--- config.mk ---
export PLATFORM = sky130hd
export DESIGN_NAME = serializer
export DESIGN_NICKNAME = d
export VERILOG_FILES = /design/src/rtl/serializer.sv
export SDC_FILE = /design/constraint.sdc
export NUM_CORES = 1
export LEC_CHECK = 0
export CAP_MARGIN = 20
export CORE_MARGIN = 1
export CORE_UTILIZATION = 56
export CTS_BUF_LIST = sky130_fd_sc_hd__clkbuf_4
export CTS_CLUSTER_DIAMETER = 120
export CTS_CLUSTER_SIZE = 24
export DETAILED_ROUTE_END_ITERATION = 10
export PLACE_DENSITY = 0.87
export SYNTH_ARGS = -nofsm -noshare
export SYNTH_HDL_FRONTEND = slang
export SYNTH_SLANG_ARGS = --single-unit
--- constraint.sdc ---
create_clock -name clk_i -period 4.65 [get_ports clk_i]
set_input_delay 0.93 -clock clk_i [delete_from_list [all_inputs] [get_ports clk_i]]
set_output_delay 0.93 -clock clk_i [all_outputs]
set_load 0.05 [all_outputs]
--- src/rtl/serializer.sv ---
// serializer: parallel-to-serial converter.
//
// Accepts a DATA_W-bit word together with a bit count and shifts the counted bits out
// MSB-first, one per clock, starting the cycle after the accepting edge.
//
// Ports:
//   clk_i           system clock, rising edge
//   srst_i          asynchronous active-low reset
//   data_i          parallel word; bit DATA_W-1 goes out first
//   data_mod_i      number of valid bits from the MSB; 0 selects all DATA_W bits
//   data_val_i      qualifies data_i/data_mod_i; ignored while busy_o is high
//   ser_data_o      serial bit, forced low when not valid
//   ser_data_val_o  ser_data_o carries a bit this cycle
//   busy_o          transfer in progress; mirrors ser_data_val_o
module serializer #(
  parameter int unsigned DATA_W = 16,
  parameter int unsigned MOD_W  = 4
) (
  input  logic              clk_i,
  input  logic              srst_i,
  input  logic [DATA_W-1:0] data_i,
  input  logic [MOD_W-1:0]  data_mod_i,
  input  logic              data_val_i,
  output logic              ser_data_o,
  output logic              ser_data_val_o,
  output logic              busy_o
);

  localparam int unsigned CntW = MOD_W + 1;

  localparam logic [0:0] StIdle = 1'b0;
  localparam logic [0:0] StSend = 1'b1;

  localparam logic [CntW-1:0] FullLen = CntW'(DATA_W);
  localparam logic [CntW-1:0] MinLen  = CntW'(3);

  logic [0:0]        state_q, state_d;
  logic [DATA_W-1:0] shift_q, shift_d;
  // Bits still to present after the one currently on ser_data_o.
  logic [CntW-1:0]   cnt_q, cnt_d;
  logic              ser_data_q, ser_data_d;
  logic              ser_val_q, ser_val_d;

  logic [CntW-1:0]   len;
  logic              accept;

  always_comb begin
    len    = (data_mod_i == '0) ? FullLen : {1'b0, data_mod_i};
    // Lengths 1 and 2 are not supported by the link and are silently dropped.
    accept = (state_q == StIdle) && data_val_i && (len >= MinLen);
  end

  always_comb begin
    state_d    = state_q;
    shift_d    = shift_q;
    cnt_d      = cnt_q;
    ser_data_d = 1'b0;
    ser_val_d  = 1'b0;
    case (state_q)
      StIdle: begin
        if (accept) begin
          // First bit goes straight to the output register so it appears next cycle.
          state_d    = StSend;
          ser_data_d = data_i[DATA_W-1];
          ser_val_d  = 1'b1;
          shift_d    = data_i << 1;
          cnt_d      = len - CntW'(1);
        end
      end
      StSend: begin
        if (cnt_q == '0) begin
          state_d = StIdle;
          shift_d = '0;
        end else begin
          ser_data_d = shift_q[DATA_W-1];
          ser_val_d  = 1'b1;
          shift_d    = shift_q << 1;
          cnt_d      = cnt_q - CntW'(1);
        end
      end
      default: begin
        state_d = StIdle;
        shift_d = '0;
        cnt_d   = '0;
      end
    endcase
  end

  always_ff @(posedge clk_i or negedge srst_i) begin
    if (!srst_i) begin
      state_q    <= StIdle;
      shift_q    <= '0;
      cnt_q      <= '0;
      ser_data_q <= 1'b0;
      ser_val_q  <= 1'b0;
    end else begin
      state_q    <= state_d;
      shift_q    <= shift_d;
      cnt_q      <= cnt_d;
      ser_data_q <= ser_data_d;
      ser_val_q  <= ser_val_d;
    end
  end

  assign ser_data_o     = ser_data_q;
  assign ser_data_val_o = ser_val_q;
  assign busy_o         = ser_val_q;

endmodule

==> summary.txt, run 1 <==
Run status
  – Status: completed

CTS
  – Post-cts sizing count: 0
  – CTS Buf Count: 3
  – Clock root cell: clkbuf_4
  – CTS Sinks: 22
  – CTS tree: yes
  – Clock latency on the worst-skew pair: 320 ps
  – Clock-pin transition on the worst setup and hold timing paths: 130 ps
  – Max clock buf depth: 2
  – Setup Fix Bufs, Post-CTS: 0
  – H-tree depth: 1
  – Post-CTS Hold Buffers: 0

Drt
  – Total number of vias: 1029
  – DRT Pass-1 Iters: 4
  – WL final: 2660 µm
  – Vias/cell: 6.02
  – Antenna violation net count after detailed routing: 0
  – Number of remaining DRC errors: 0
  – Post-DR wirelength/cell: 15.6 µm
  – 1st-iter DRT viols: 16

STA
  – Worst-Margin Slew: 963 ps
  – Final TNS setup: 0 ps
  – Min Tclk post-route: 3210 ps
  – Slew Limit Fails: 0
  – Final worst setup slack: 1440 ps
  – RSZ-0062 raised after global routing: no
  – Rel. slew slack: 0.358
  – Final setup violating endpoints: 0
  – Final-report hold violation count: 0
  – Final period util: 0.690
  – Clock skew: 8.98 ps
  – Fmax: 0.312 GHz

Die
  – Die Width: 48.7 µm
  – Die height: 48.7 µm
  – Initial Util: 0.610
  – DIE AREA: 2370 µm²
  – Boundary Pins: 26
  – Area of the core: 2000 µm²
  – FP Rows: 16

Yosys
  – Netlist cell types: 32
  – Area leader, netlist: dfrtp_1
  – Share of the yosys chip area belonging to registers: 0.451
  – Area share of the largest cell type after synthesis: 0.451
  – Syn Area/Cell: 10.0 µm²
  – Post-synth EDFFs: 0
  – Ys Warns: 0
  – Predominant post-synthesis flop cell: dfrtp_1
  – Top post-synthesis cells by count: dfrtp_1, nand2_1, a2bb2oi_1, o21bai_1, mux2i_1
  – Top cells by area, synth: dfrtp_1, a2bb2oi_1, o21bai_1
  – Mapped Area: 1220 µm²
  – Synthesized instance count: 122
  – Top-count cell post-synth: dfrtp_1
  – Synth Register Bits: 22
  – Syn Nets: 146
  – Fraction of registers with async set/reset: 1.00

GRT
  – Vias in the first global route: 961
  – Global-route wire length before repair: 4400 µm
  – Total gr overflow: 0
  – GR Util All Layers: 0.245
  – Initial antenna violation count: 0
  – Largest net degree at the start of global routing: 34

Critical path
  – Crit Path Category: reg2out
  – Delay-heaviest family, CP: flip-flops
  – CP Buf/Inv Count: 1
  – Worst Setup Start Kind: register
  – Critical Path End Type: output port
  – Slowest stage delay, CP: 1000 ps
  – Worst EP required: 3720 ps
  – Slowest-stage cell, CP: dfrtp_1
  – Worst Path Arrival: 2280 ps
  – Worst-path fanout max: 33
  – CP Cell Sequence: clkdlybuf4s50_1

Cells and area
  – Share of cells above drive strength 1: 0.0694
  – Area grow syn2layout: 25.8%
  – Final #Nets: 169
  – Final instance area: 1540 µm²
  – Final cell count without fillers: 171
  – ANT cells: 0

Power and ir drop
  – Sw Share: 0.388
  – Comb pwr share: 0.442
  – Psw: 0.375 mW
  – Lkg Pwr: 0.675 nW
  – PD cells: 630 nW/µm²
  – Power Internal: 0.592 mW
  – Total power: 0.968 mW
  – Sequential Power Share: 0.403
  – Clk pwr share: 0.155
  – Max VDD drop: 0.530 mV

Place
  – Area after DPL: 1460 µm²
  – # placed instances: 166
  – Buffers on Ports: 25
  – Post-DP HPWL: 1750 µm
  – Placer Congestion: 0.797
  – Place WS: 1310 ps

Hold path
  – Hold crit path type: reg2reg

Run
  – # Max-Cap Violations: 0
-- layout by cell type (no fill, tap or decap) --
cell type and count:
a22o_1 1, nor3_1 3, bufinv_16 1, o21bai_1 14, mux2i_1 6, a31oi_1 4, o21ai_0 3, a2bb2oi_1 14
nor3b_2 1, a21boi_0 1, clkdlybuf4s50_1 25, ha_1 1, clkbuf_4 3, nand2b_1 2, a32oi_1 1, or2_1 1
nor4_1 1, o32ai_1 1, nand2_1 17, buf_16 1, or3_4 1, o21ai_2 1, inv_1 3, a21oi_1 1
o31ai_2 1, or3_1 2, nand3_1 3, dfrtp_1 22, o21ai_1 2, o31a_4 1, xnor2_1 1, nor2_1 5
-- power groups by stage --
stage	Clock, mW	Sequential (mW)	Combinational, mW
final	0.150	0.390	0.428
after global routing	0.159	0.402	0.471
after CTS	0.153	0.386	0.427
after detailed placement	0	0.389	0.421
after global placement	0	0.386	0.407
after floorplan	0	0.368	0.344
-- path summary, 6_finish.rpt --
kind                              from              to  slack, ps  cells after the start
max                             busy_o  ser_data_val_o       1440                      1
min                        shift_q[15]      ser_data_o        530                      1
max reg2reg                     busy_o        cnt_q[4]       2300                      6
min reg2reg                shift_q[15]      ser_data_o        530                      1
max in group asynchronous       srst_i     shift_q[14]       3500                      2
min in group asynchronous       srst_i        cnt_q[2]        800                      1
-- flip-flops by register name, summed over array words and instances, names as in the netlist --
signal and cells:
ser_data_o 1, cnt_q 5, shift_q 15, busy_o 1
-- metrics by stage --
stage | util | hold WS (ps)
3_3_place_gp | 0.728 | 505
6_report | 0.768 | 530
4_1_cts | 0.754 | 530
3_5_place_dp | 0.728 | 496
2_1_floorplan | - | 474
5_1_grt | 0.768 | 553
-- kinds of logic (layout without fill, tap and decap cells) --
kind of cell,after synthesis,count (layout),synth area share
compound gates,45,45,0.291
simple gates,36,36,0.142
flops,22,22,0.451
buf+inv,11,33,0.0492
mux,6,6,0.0492
fa+ha+maj,1,1,0.0102
xor+xnor,1,1,0.00717
-- per-layer routing --
layer | wire length, µm | GRT usage | part of all wire
met5 | 0 | 0 | 0
met4 | 32 | 0.113 | 0.012
met3 | 109 | 0.0314 | 0.041
met2 | 1270 | 0.391 | 0.48
met1 | 1260 | 0.334 | 0.47
-- final cells by class --
cell class,instances,area [µm²]
clock buffers,3,22.5
repair buffers,26,278
multi-input cells,89,611
inverters,3,11.3
clock inverters,1,30.0
flip-flops and latches,22,551
fillers,150,465
well taps,27,33.8
Note: power is estimated with default switching activity, not from simulation.
==> run 2: changes to the inputs <==
Settings changed: CORE_UTILIZATION 56 to 47, PLACE_DENSITY 0.87 to 0.78.
Clock period 4.65 ns to 2.85 ns, I/O delays scaled along.
==> run 2 against run 1 <==
  * Non-clock buffer count up 3
  * Critical endpoint is now busy_o
  * Largest power group unchanged
  * Sequential share of layout area increased by 0.47 points
  * Count of clock-buffer cells in the layout stayed put
  * Critical path type unchanged
==> summary.txt, run 2 (synthesis gave the netlist of run 1 again) <==
Run status
  – Status: completed (unchanged)

Cells and area
  – Fillcell total: 222 (was 150)
  – ANT cells: 0 (unchanged)
  – Area grow syn2layout: 24.2% (was 25.8%)
  – Max FFs per register: 15 (unchanged)
  – Share of cells above drive strength 1: 0.0816 (was 0.0694)
  – Reg with most FFs: shift_q (unchanged)
  – Register area: 551 µm² (unchanged)
  – Multi-input gate area: 611 µm² (unchanged)
  – Top Registers: shift_q (15), cnt_q (5) (unchanged)
  – Final #Nets: 172 (was 169)
  – Commonest cells after routing, fill and taps aside: clkdlybuf4s50_1, dfrtp_1, nand2_1 (unchanged)
  – Final instance area: 1520 µm² (was 1540 µm²)
  – Layout Utilization: 0.618 (was 0.768)
  – Most common cell after layout, fill and taps aside: clkdlybuf4s50_1 (unchanged)

Critical path
  – Worst EP required: 2280 ps (was 3720 ps)
  – CP Buf/Inv Count: 1 (unchanged)
  – Worst Path Arrival: 1480 ps (was 2280 ps)
  – Worst-path fanout max: 3 (was 33)
  – Slowest-stage cell, CP: clkdlybuf4s50_1 (was dfrtp_1)
  – Critical Path Start: busy_o (unchanged)
  – Slowest stage delay, CP: 810 ps (was 1000 ps)
  – Reg2Reg Setup Slack: 1000 ps (was 2300 ps)
  – Delay-heaviest family, CP: buffers and inverters (was flip-flops)
  – Critical Path End Type: output port (unchanged)
  – Worst Setup Start Kind: register (unchanged)
  – R2R cell count: 7 (was 6)
  – CP Cell Sequence: clkdlybuf4s50_1 (unchanged)
  – Worst reg2reg endpoint: cnt_q[4] (unchanged)
  – RR Startpoint: busy_o (unchanged)
  – Crit Path Category: reg2out (unchanged)

Hold path
  – Worst Hold Launch: shift_q[12] (was shift_q[15])
  – Worst Hold End: shift_q[13] (was ser_data_o)
  – Hold crit path type: reg2reg (unchanged)
  – Hold-critical path depth: 2 (was 1)

STA
  – RSZ-0062 raised after global routing: no (unchanged)
  – Final TNS setup: 0 ps (unchanged)
  – Final period util: 0.718
  – Final setup violating endpoints: 0 (unchanged)
  – Worst-Margin Slew: 547 ps (was 963 ps)
  – Final-report hold violation count: 0 (unchanged)
  – Rel. slew slack: 0.635 (was 0.358)
  – Fmax: 0.488 GHz
  – Clock skew: 6.37 ps (was 8.98 ps)
  – Slew Limit Fails: 0 (unchanged)
  – Min Tclk post-route: 2050 ps

GRT
  – Initial antenna violation count: 0 (unchanged)
  – Vias in the first global route: 940 (was 961)
  – Total gr overflow: 0 (unchanged)
  – Global-route wire length before repair: 4060 µm (was 4400 µm)
  – GR Util All Layers: 0.200 (was 0.245)
  – Largest net degree at the start of global routing: 32 (was 34)

Die
  – Area of the core: 2450 µm² (was 2000 µm²)
  – Die height: 53.0 µm (was 48.7 µm)
  – Boundary Pins: 26 (unchanged)
  – DIE AREA: 2810 µm² (was 2370 µm²)
  – Die Width: 53.0 µm (was 48.7 µm)
  – Initial Util: 0.497 (was 0.610)
  – FP Rows: 18 (was 16)

Power and ir drop
  – Total power: 1.47 mW (was 0.968 mW)
  – PD cells: 968 nW/µm² (was 630 nW/µm²)
  – Max VDD drop: 0.551 mV (was 0.530 mV)
  – Lkg Pwr: 0.669 nW (was 0.675 nW)

CTS
  – Setup Fix Bufs, Post-CTS: 0 (unchanged)
  – Clock latency on the worst-skew pair: 300 ps (was 320 ps)
  – Max clock buf depth: 2 (unchanged)
  – H-tree depth: 1 (unchanged)
  – Post-CTS Hold Buffers: 0 (unchanged)
  – CTS tree: yes (unchanged)
  – CTS Buf Count: 3 (unchanged)
  – Clock-pin transition on the worst setup and hold timing paths: 120 ps (was 130 ps)
  – Clock root cell: clkbuf_4 (unchanged)
  – Post-cts sizing count: 0 (unchanged)
  – CTS Sinks: 22 (unchanged)

Run
  – # Max-Cap Violations: 0 (unchanged)

Drt
  – 1st-iter DRT viols: 14 (was 16)
  – Antenna violation net count after detailed routing: 0 (unchanged)
  – Total number of vias: 1008 (was 1029)
  – Number of remaining DRC errors: 0 (unchanged)
  – Post-DR wirelength/cell: 14.0 µm (was 15.6 µm)
  – DRT Pass-1 Iters: 6 (was 4)
  – Vias/cell: 5.69 (was 6.02)
  – WL final: 2480 µm (was 2660 µm)

Place
  – Area after DPL: 1490 µm² (was 1460 µm²)
  – Post-DP HPWL: 1790 µm (was 1750 µm)
  – Buffers on Ports: 25 (unchanged)
  – Placer Congestion: 0.781 (was 0.797)
## run 2: cell type report
cell class              instances  area share
well taps                      30      0.0248
multi-input cells              89       0.403
clock buffers                   3      0.0149
flip-flops and latches         22       0.363
repair buffers                 29       0.185
clock inverters                 1     0.00248
inverters                       3     0.00743
## run 2: how the worst max path moves through the flow
stage / end / slack (ps) / cells past startpoint
CTS: busy_o / 780 / 1
floorplan: cnt_q[4] / 570 / 8
global placement: shift_q[6] / 610 / 6
finish: busy_o / 800 / 1
global route: shift_q[12] / 680 / 6
detailed placement: shift_q[15] / 490 / 6
## run 2: worst min-delay path, delay by kind of cell (launching register included)
kind	cells	cell delay, ps
AO/OA/AOI/OAI	1	50
flip-flops	1	390
AND/OR/NAND/NOR	1	60
## run 2: through the flow
stage	instances	hold slack [ps]	setup WS, ps
3_5_place_dp	173	517	492
6_report	177	520	803
3_3_place_gp	173	503	610
5_1_grt	177	554	680
4_1_cts	177	524	780
2_1_floorplan	122	274	575
## run 2: power breakdown
group / internal, mW / total (mW) / switching [mW] / leakage [nW]
logic: 0.370 / 0.750 / 0.379 / 0.384
clock network: 0.0510 / 0.138 / 0.0870 / 0.0154
registers: 0.462 / 0.580 / 0.118 / 0.270
total: 0.883 / 1.47 / 0.585 / 0.669
## run 2: per-layer routing
layer	track usage	share of wire
met1	0.244	0.45
met2	0.361	0.51
met3	0.0172	0.035
met4	0.0789	0.011
met5	0	0
